<file path="src/rtl/ysyx_22050535_ifu_fetch.sv">
// Instruction fetch stage: owns the PC, issues one outstanding imem request at a time,
// and hands a registered instruction to decode. Redirects squash in-flight responses.
module ysyx_22050535_ifu_fetch #(
    parameter int                    ADDR_WIDTH = 32,
    parameter int                    INST_WIDTH = 32,
    parameter logic [ADDR_WIDTH-1:0] RESET_PC   = ADDR_WIDTH'(32'h8000_0000)
) (
    input  logic                  clk,
    input  logic                  rst,
    output logic                  imem_req_valid,
    input  logic                  imem_req_ready,
    output logic [ADDR_WIDTH-1:0] imem_req_addr,
    input  logic                  imem_resp_valid,
    output logic                  imem_resp_ready,
    input  logic [INST_WIDTH-1:0] imem_resp_data,
    input  logic                  imem_resp_err,
    output logic                  inst_valid,
    input  logic                  inst_ready,
    output logic [INST_WIDTH-1:0] inst,
    output logic [ADDR_WIDTH-1:0] inst_pc,
    output logic                  inst_err,
    input  logic                  redirect_valid,
    input  logic [ADDR_WIDTH-1:0] redirect_pc
);

    typedef enum logic [1:0] {S_IDLE, S_REQ, S_WAIT, S_HOLD} state_t;

    state_t                state, state_nxt;
    logic [ADDR_WIDTH-1:0] pc, pc_nxt;
    logic                  kill, kill_nxt;
    logic                  cap;

    assign imem_req_valid  = (state == S_REQ);
    assign imem_resp_ready = (state == S_WAIT);
    assign inst_valid      = (state == S_HOLD);
    assign imem_req_addr   = pc;

    always_comb begin
        state_nxt = state;
        pc_nxt    = pc;
        kill_nxt  = kill;
        cap       = 1'b0;
        case (state)
            S_IDLE: begin
                state_nxt = S_REQ;
                if (redirect_valid) pc_nxt = redirect_pc;
            end
            S_REQ: begin
                if (redirect_valid) pc_nxt = redirect_pc;
                if (imem_req_ready) begin
                    state_nxt = S_WAIT;
                    // the request just issued carries the stale pc, so its response must die
                    kill_nxt  = redirect_valid;
                end
            end
            S_WAIT: begin
                if (redirect_valid) begin
                    pc_nxt = redirect_pc;
                    if (imem_resp_valid) begin
                        kill_nxt  = 1'b0;
                        state_nxt = S_REQ;
                    end else begin
                        kill_nxt  = 1'b1;
                    end
                end else if (imem_resp_valid) begin
                    kill_nxt = 1'b0;
                    if (kill) begin
                        state_nxt = S_REQ;
                    end else begin
                        cap       = 1'b1;
                        state_nxt = S_HOLD;
                    end
                end
            end
            S_HOLD: begin
                if (redirect_valid) begin
                    pc_nxt    = redirect_pc;
                    state_nxt = S_REQ;
                end else if (inst_ready) begin
                    pc_nxt    = pc + ADDR_WIDTH'(4);
                    state_nxt = S_REQ;
                end
            end
            default: state_nxt = S_IDLE;
        endcase
    end

    always_ff @(posedge clk or negedge rst) begin
        if (!rst) begin
            state <= S_IDLE;
            pc    <= RESET_PC;
            kill  <= 1'b0;
        end else begin
            state <= state_nxt;
            pc    <= pc_nxt;
            kill  <= kill_nxt;
        end
    end

    always_ff @(posedge clk or negedge rst) begin
        if (!rst) begin
            inst     <= '0;
            inst_pc  <= RESET_PC;
            inst_err <= 1'b0;
        end else if (cap) begin
            inst     <= imem_resp_data;
            inst_pc  <= pc;
            inst_err <= imem_resp_err;
        end
    end

endmodule
</file>
<file path="config.mk">
export PLATFORM = sky130hd
export DESIGN_NAME = ysyx_22050535_ifu_fetch
export DESIGN_NICKNAME = d
export VERILOG_FILES = /design/src/rtl/ysyx_22050535_ifu_fetch.sv
export SDC_FILE = /design/constraint.sdc
export NUM_CORES = 1
export LEC_CHECK = 0
export CAP_MARGIN = 25
export CORE_ASPECT_RATIO = 1.25
export CORE_MARGIN = 4
export CORE_UTILIZATION = 45
export CTS_BUF_LIST = sky130_fd_sc_hd__clkbuf_8
export DETAILED_ROUTE_END_ITERATION = 12
export HOLD_SLACK_MARGIN = 0.12
export PLACE_DENSITY = 0.81
export RECOVER_POWER = 50
export SKIP_CTS_REPAIR_TIMING = 1
export SLEW_MARGIN = 25
export SYNTH_ARGS = -nofsm -noshare
export SYNTH_HDL_FRONTEND = slang
export SYNTH_SLANG_ARGS = --single-unit
</file>
<file path="constraint.sdc">
create_clock -name clk -period 2.5 [get_ports clk]
set_clock_uncertainty 0.05 [all_clocks]
set_input_delay 0.5 -clock clk [delete_from_list [all_inputs] [get_ports clk]]
set_output_delay 0.5 -clock clk [all_outputs]
set_load 0.02 [all_outputs]
</file>
## Word level (Yosys, flattened, before mapping)

Cells that the tools add are included.

- RAM bits: 0
- Memory bits (read-only): 0
- Bits in registers: 100
- Latch bits: 0
- Output and inout port bits: 100
- Word-level logic and storage cells: 42
- Input port bits: 71
- Memories kept: 0

- Add/sub/neg operators: 1
- Divide/modulo/power cells: 0
- Multiplexer cells: 21
- Bitwise logic cells: 0
- Reduce and logical (&&, ||, !) cells: 6
- Equality and inequality tests: 8
- Order comparisons: 0
- Shift operators: 0
- $mul: 0

Operator list:

| kind | number |
|---|---|
| 32-bit two-way mux | 3 |
| 32-bit one-hot mux with 2 select lines | 1 |
| 32-bit by 3-bit adder with 32-bit output (second input constant) | 1 |
| 2-bit two-way mux | 7 |
| 1-bit two-way mux | 8 |
| 2-bit one-hot mux with 4 select lines | 1 |
| 3-bit AND reduction | 2 |
| 2-bit == test (second input constant) | 2 |
| 2-bit by 1-bit inequality test with 1-bit output (second input constant) | 2 |
| 3-bit by 1-bit inequality test with 1-bit output (second input constant) | 1 |
| 3-bit by 2-bit inequality test with 1-bit output (second input constant) | 1 |
| 3-bit OR reduction | 1 |
| 2-bit by 1-bit == test with 1-bit output (second input constant) | 1 |
| 2-bit zero test | 1 |
| 2-bit inequality test (second input constant) | 1 |
| 1-bit one-hot mux with 2 select lines | 1 |
| 2-bit AND reduction | 1 |
| 2-bit nonzero test | 1 |

## Longest topological paths before layout

Gate-level depths: netlist (run 1).

- Depth after elaboration: 4
- Gate-level depth with buffers: 7
- Depth with buffers taken out: 6

## Worst setup path after synthesis (run 1)

OpenSTA, ideal clock, no wires.

- Path kind: reg-to-reg
- From: reg state[0]
- To: reg inst[10]
- Period minus slack after synthesis: 2.053 ns
- Buffers on the path: 2
- Stages on the path, launching flop included: 7
- Arrival: 1.878 ns
- Library setup time: 0.125 ns
- Required time: 2.325 ns
- Path slack: 0.447 ns
- Cells stage by stage: dfrtp_1 > inv_1 > ha_1 > and3_1 > clkbuf_1 > buf_2 > mux2_2

- Cells in the longest elaborated chain, start to end: 2

Ends and longest elaborated chain:

| item | RTL line | text |
|---|---|---|
| start, declared | 28 | `state_t state, state_nxt;` |
| start signal, assigned | 94 | `state <= state_nxt;` |
| 2-bit == test | n/a |  |
| via imem_resp_ready | 14 | `output logic imem_resp_ready,` |
| 1-bit two-way mux | 43 | `case (state)` |
| end signal, assigned | 106 | `inst <= imem_resp_data;` |
| end, declared | 19 | `output logic [INST_WIDTH-1:0] inst,` |

The timed path passes the listed nets, and every way through them passes these cells.
A chain may end at the register's enable or synchronous reset.

## Worst setup path after layout (run 1)

- From: reg state[0]
- To: out imem_resp_ready

- Cells in the longest elaborated chain, start to end: 1

Ends and longest elaborated chain:

| item | RTL line | text |
|---|---|---|
| 2-bit == test | 34 | `assign imem_resp_ready = (state == S_WAIT);` |
| end, declared | 14 |  |

No other way between the ends.

==> impl_metrics.toml, run 1 <==
[timing]
relSlewSlack_pct = 41.5
setup_viol_count_final = 0
hold_viol = 0
fin_crit_ns = 2.33
setup-tns-final_ns = 0
slew_violations = 0
worst_pin_slew_ns = 0.878
period_share_pct = 93.3
rsz0062_at_grt = "no"
fmax_mhz = 429
layout_setup_ws_ns = 0.169

[global_routing]
gr-usage-all-layers_pct = 22.4
grt-ovfl-total = 0
grt_pass1_wl_mm = 21.4
grt_max_degree = 56
grt_pass1_vias = 4144
antenna_found_initial = 0

[route]
num_vias = 4077
wl_met3_mm = 1.15
dr.pass1.iters = 4
vias_per_cell = 5.69
drt_wl_total_mm = 13.3
drtIter0Drc = 293
m1WireLength_mm = 5.14
route.detailed.drc = 0
top_layer_used = "met4"
routedWlPerCell_um = 18.6
antenna_left = 0
met2_length_mm = 6.77

[placed_design]
dp_cells = 699
place.gp.congestion = 0.890
hpwl_mm = 9.84
place_ws_ns = 0.128
postPlaceCellArea_mm2 = 0.00658
port_buffers = 170

[worst_setup_path]
worstPathBufferInverterCount = 2
critical_path_required_ns = 1.95
crit_path_cell_trace = "inv_1 > ha_1 > clkdlybuf4s50_1"
cp_data_arrival_time_ns = 1.78
r2r_end = "imem_req_addr[28]"
r2r_slack_ns = 0.28
reg2reg_from = "state[0]"
endpoint_kind = "primary output"
critPathTopFamily = "buffers and inverters"
cp_slowest_stage_delay_ns = 0.64
path_max_fanout = 6
reg2reg_depth = 6
cp_slowest_cell = "clkdlybuf4s50_1"
critical_path_class = "reg2out"
crit_path_start_kind = "register"

[floorplan]
initial_core_util_pct = 46.2
die_h_um = 122
core_area_mm2 = 0.0101
dieWidth_um = 99.1
rows = 41
io_pins = 171
die_area_mm2 = 0.0121

[synthesis]
yosysUniqueCellTypes = 53
synth-edff-count = 0
synth_warnings = 0
synth-main-ff-cell = "dfrtp_1"
async_flop_share_pct = 100
syn-instance-count = 410
syn-num-nets = 487
netlist_area_mm2 = 0.00467
ys_seq_elements = 100
syn_area_per_cell_um2 = 11.4
seq_area_frac_synth_pct = 53.7

[worst_hold_path]
min_from = "inst[29]"
holdPathStages = 1
min_path_type = "reg2reg"
worstHoldEndpoint = "inst[29]"

[final_layout]
antenna_cells = 0
post-route-cell-area_mm2 = 0.00678
drive_gt1_share_pct = 18.4
nNetsFinal = 659
final_cell_mix = "143 x clkdlybuf4s50_1, 98 x dfrtp_1, 66 x mux2_2, 34 x nand2_1, 29 x a21oi_1"
syn2layout_area_growth_pct = 45.3
stdcell_count = 716
mostFrequentLayoutCell = "clkdlybuf4s50_1"

[power_and_ir_drop]
power.density_mw_per_mm2 = 1130
total_power_mw = 7.66
p_leak_nw = 2.82
peakVddDrop_uv = 603

[clocking]
clkTransAtPathRegs_ns = 0.10
numCtsBuffers = 9
cts-htree-levels = 3
clkLatencyLatePin_ns = 0.38
cts_root_buf = "clkbuf_8"
clk_path_buf_depth = 2
cts.sinks = 100
cts_tree = "yes"

[run]
drv_cap = 0

[status]
status = "finished clean"
## stage by stage
stage / hold WS (ns) / utilization (%)
2_1_floorplan: 0.154 / -
3_3_place_gp: 0.435 / 65.1
3_5_place_dp: 0.437 / 65.1
4_1_cts: 0.0286 / 67.4
5_1_grt: 0.470 / 67.1
6_report: 0.456 / 67.1
## registers in the layout (all words and copies together) (netlist names)
name           flops
imem_req_addr     32
inst              32
inst_pc           32
state              2
inst_err           1
kill               1
## worst register-to-register path, stage by stage (launching register included)
cell and delay [ns]:
dfrtp_1 0.45, ha_1 0.28, nand2b_1 0.12, a21o_1 0.21, clkbuf_2 0.50, a21boi_0 0.20
a221o_1 0.29
## kinds of logic (layout without fill, tap and decap cells)
kind of cell,count (synthesis),after routing,share of synthesized area [%]
fa+ha+maj,6,6,1.61
buf+inv,29,206,2.73
simple gates,115,115,12.5
flops,100,100,53.7
mux,67,67,16.1
compound gates,93,93,13.4
## report_power, final
| part | leakage [nW] | total [mW] | switching [mW] | internal [mW] |
|---|---|---|---|---|
| registers | 1.23 | 2.83 | 0.537 | 2.29 |
| logic | 1.47 | 3.65 | 1.83 | 1.83 |
| clock network | 0.117 | 1.17 | 0.575 | 0.600 |
| total | 2.82 | 7.66 | 2.94 | 4.72 |
## worst max-delay path by stage
stage	start	end	slack, ns	depth (start not counted)
after CTS	state[0]	imem_resp_ready	0.15	3
after global routing	state[0]	imem_resp_ready	0.07	3
after detailed placement	inst_ready	imem_req_addr[12]	0.13	6
after floorplan	state[0]	inst[10]	0.45	6
after global placement	inst_ready	imem_req_addr[10]	0.18	6
final	state[0]	imem_resp_ready	0.17	3
## per-layer routing
layer	vias up	global-route usage (%)
li1	1869	-
met3	21	7.33
met2	184	38.2
met5	-	0
met4	0	8.37
met1	2003	26.3
## final cells by class
| type | instances | area [µm²] |
|---|---|---|
| Tap cell | 129 | 161 |
| Clock buffer | 10 | 138 |
| Inverter | 4 | 15.0 |
| Timing Repair Buffer | 186 | 1820 |
| Multi-Input combinational cell | 281 | 2050 |
| Sequential cell | 100 | 2500 |
| Fill cell | 749 | 3330 |
| Clock inverter | 6 | 95.1 |
## synth_stat cells (all sizes together) (2+ instances only)
cell type | count | share of area [%]
or3 | 5 | 0.67
and4 | 3 | 0.62
a21oi | 30 | 3.2
nor2 | 18 | 1.4
a221o | 2 | 0.43
o41ai | 4 | 0.91
dfstp | 2 | 1.1
o22a | 4 | 0.78
a21boi | 2 | 0.32
clkbuf | 10 | 0.80
or4 | 2 | 0.32
and3 | 9 | 1.2
o32ai | 3 | 0.56
and2 | 2 | 0.27
inv | 4 | 0.32
a211oi | 2 | 0.32
buf | 15 | 1.6
o2bb2a | 2 | 0.43
dfrtp | 98 | 53
a31oi | 5 | 0.67
mux2 | 66 | 16
o22ai | 7 | 0.94
a21o | 2 | 0.35
nand4 | 3 | 0.72
nor4 | 3 | 0.40
o31ai | 2 | 0.32
nor3 | 6 | 0.64
o21ai | 14 | 1.5
ha | 6 | 1.6
nand3 | 23 | 2.5
nand2b | 4 | 0.54
nand2 | 34 | 2.7
a311oi | 7 | 1.3
(Power assumes the default switching activity.)
==> run 2, diff against run 1 <==
--- a/config.mk
+++ b/config.mk
@@ -15,7 +15,6 @@
 export PLACE_DENSITY = 0.81
 export RECOVER_POWER = 50
 export SKIP_CTS_REPAIR_TIMING = 1
-export SLEW_MARGIN = 25
 export SYNTH_ARGS = -nofsm -noshare
 export SYNTH_HDL_FRONTEND = slang
 export SYNTH_SLANG_ARGS = --single-unit
==> results of run 2 <==
No change in the layout: final DEF, timing and power equal those of run 1.
==> run 3, diff against run 2 <==
--- a/config.mk
+++ b/config.mk
@@ -7,11 +7,12 @@
 export LEC_CHECK = 0
 export CAP_MARGIN = 25
 export CORE_ASPECT_RATIO = 1.25
-export CORE_MARGIN = 4
 export CORE_UTILIZATION = 45
 export CTS_BUF_LIST = sky130_fd_sc_hd__clkbuf_8
 export DETAILED_ROUTE_END_ITERATION = 12
+export GPL_TIMING_DRIVEN = 0
 export HOLD_SLACK_MARGIN = 0.12
+export MAX_ROUTING_LAYER = met4
 export PLACE_DENSITY = 0.81
 export RECOVER_POWER = 50
 export SKIP_CTS_REPAIR_TIMING = 1
==> run 3 against run 2 <==
Compared with the run above: global-route usage rose by 4.4 points; combinational power fell by 4%; cell count rose by 1.4%; largest power group unchanged.
==> impl_metrics.toml, run 3 (synthesized netlist as in run 1, its figures left out) <==
[status]
status = "finished clean"

[worst_setup_path]
cp_slowest_cell = "dlygate4sd3_1"
cp_data_arrival_time_ns = 2.62
critPathTopFamily = "buffers and inverters"
cp_common_cell = "buf_2"
cp_slowest_stage_delay_ns = 0.63
critical_path_required_ns = 2.75
crit_path_start_kind = "primary input"
endpoint_kind = "register"
path_max_fanout = 10
critical_path_class = "in2reg"
crit_path_cell_trace = "dlygate4sd3_1 > nor2b_1 > buf_2 > buf_1 > buf_2 > o32ai_1 > a21oi_1"
worstPathBufferInverterCount = 4

[final_layout]
final_cell_mix = "124 x clkdlybuf4s50_1, 98 x dfrtp_1, 66 x mux2_2, 45 x dlygate4sd3_1, 34 x nand2_1"
mostFrequentLayoutCell = "clkdlybuf4s50_1"
drive_gt1_share_pct = 17.1
nNetsFinal = 669
syn2layout_area_growth_pct = 43.6
nFillCells = 757
post-route-cell-area_mm2 = 0.00670
antenna_cells = 0

[timing]
slew_violations = 0
fin_crit_ns = 2.37
fmax_mhz = 422
rsz0062_at_grt = "no"
relSlewSlack_pct = 19.7
hold_viol = 0
layout_setup_ws_ns = 0.128
worst_pin_slew_ns = 1.20
period_share_pct = 94.9
setup_viol_count_final = 0

[route]
route.detailed.drc = 0
num_vias = 4200
antenna_left = 0
vias_per_cell = 5.79
routedWlPerCell_um = 18.2
drt_wl_total_mm = 13.2
drtIter0Drc = 308
dr.pass1.iters = 5

[power_and_ir_drop]
power.density_mw_per_mm2 = 1090
p_leak_nw = 2.84
peakVddDrop_uv = 597

[floorplan]
core_area_mm2 = 0.0101
dieWidth_um = 93.1
io_pins = 171
die_area_mm2 = 0.0108
die_h_um = 116
rows = 41
initial_core_util_pct = 46.2

[clocking]
cts.sinks = 100
clkTransAtPathRegs_ns = 0.10
cts-htree-levels = 3
numCtsBuffers = 9
clk_path_buf_depth = 2
cts_tree = "yes"
clkLatencyLatePin_ns = 0.38
cts_root_buf = "clkbuf_8"

[placed_design]
place.gp.congestion = 0.899
postPlaceCellArea_mm2 = 0.00656
port_buffers = 170
place_ws_ns = -0.383
hpwl_mm = 9.75

[worst_hold_path]
min_path_type = "in2async"

[global_routing]
grtUsageMet2_pct = 43.0
grt_busiest_layer = "met2"
grt-ovfl-total = 0
met1_usage_pct = 32.4
grt_max_degree = 52
grt_pass1_vias = 4211
gr-usage-all-layers_pct = 26.8
grtUsageMet3_pct = 5.71
antenna_found_initial = 0
grt_pass1_wl_mm = 21.3

[run]
drv_cap = 0
## run 3: final cells by class
type | count | area, µm² | share of cell area (%)
plain buffers | 25 | 114 | 1.70
flip-flops and latches | 100 | 2500 | 37.4
multi-input cells | 281 | 2030 | 30.3
clock inverters | 7 | 46.3 | 0.691
repair buffers | 171 | 1700 | 25.4
inverters | 4 | 15.0 | 0.224
well taps | 129 | 161 | 2.41
clock buffers | 9 | 124 | 1.85
## run 3: layer usage
metal  vias to the layer above  routed length, µm
met3                        31                958
li1                       1888                  -
met1                      2066               5310
met2                       215               6580
met5                         -                  0
met4                         0                327
## run 3: path summary, 6_finish.rpt
kind	start	end	slack [ns]	cells past startpoint
max	redirect_valid	imem_req_addr[18]	0.13	7
min reg2reg	inst_pc[29]	inst_pc[29]	0.46	1
max in group asynchronous	rst	imem_req_addr[29]	0.67	2
min in group clk	inst_pc[29]	inst_pc[29]	0.46	1
min	rst	inst_pc[11]	0.30	1
max reg2reg	state[0]	imem_req_addr[18]	0.20	7
## run 3: power by group
part	internal (mW)	switching, mW
logic	1.75	1.78
registers	2.29	0.567
clock network	0.358	0.565
total	4.40	2.91
## run 3: through the flow
step	std cells	TNS (ns)	hold WS [ns]	total power [mW]	utilization (%)
floorplan	410	0	0.154	4.66	-
global placement	709	-291.53	0.431	6.42	64.6
detailed placement	710	-19.00	0.445	6.56	64.9
CTS	726	0	0.0981	7.49	66.5
global route	726	0	0.386	7.76	66.3
finish	726	0	0.298	7.31	66.3
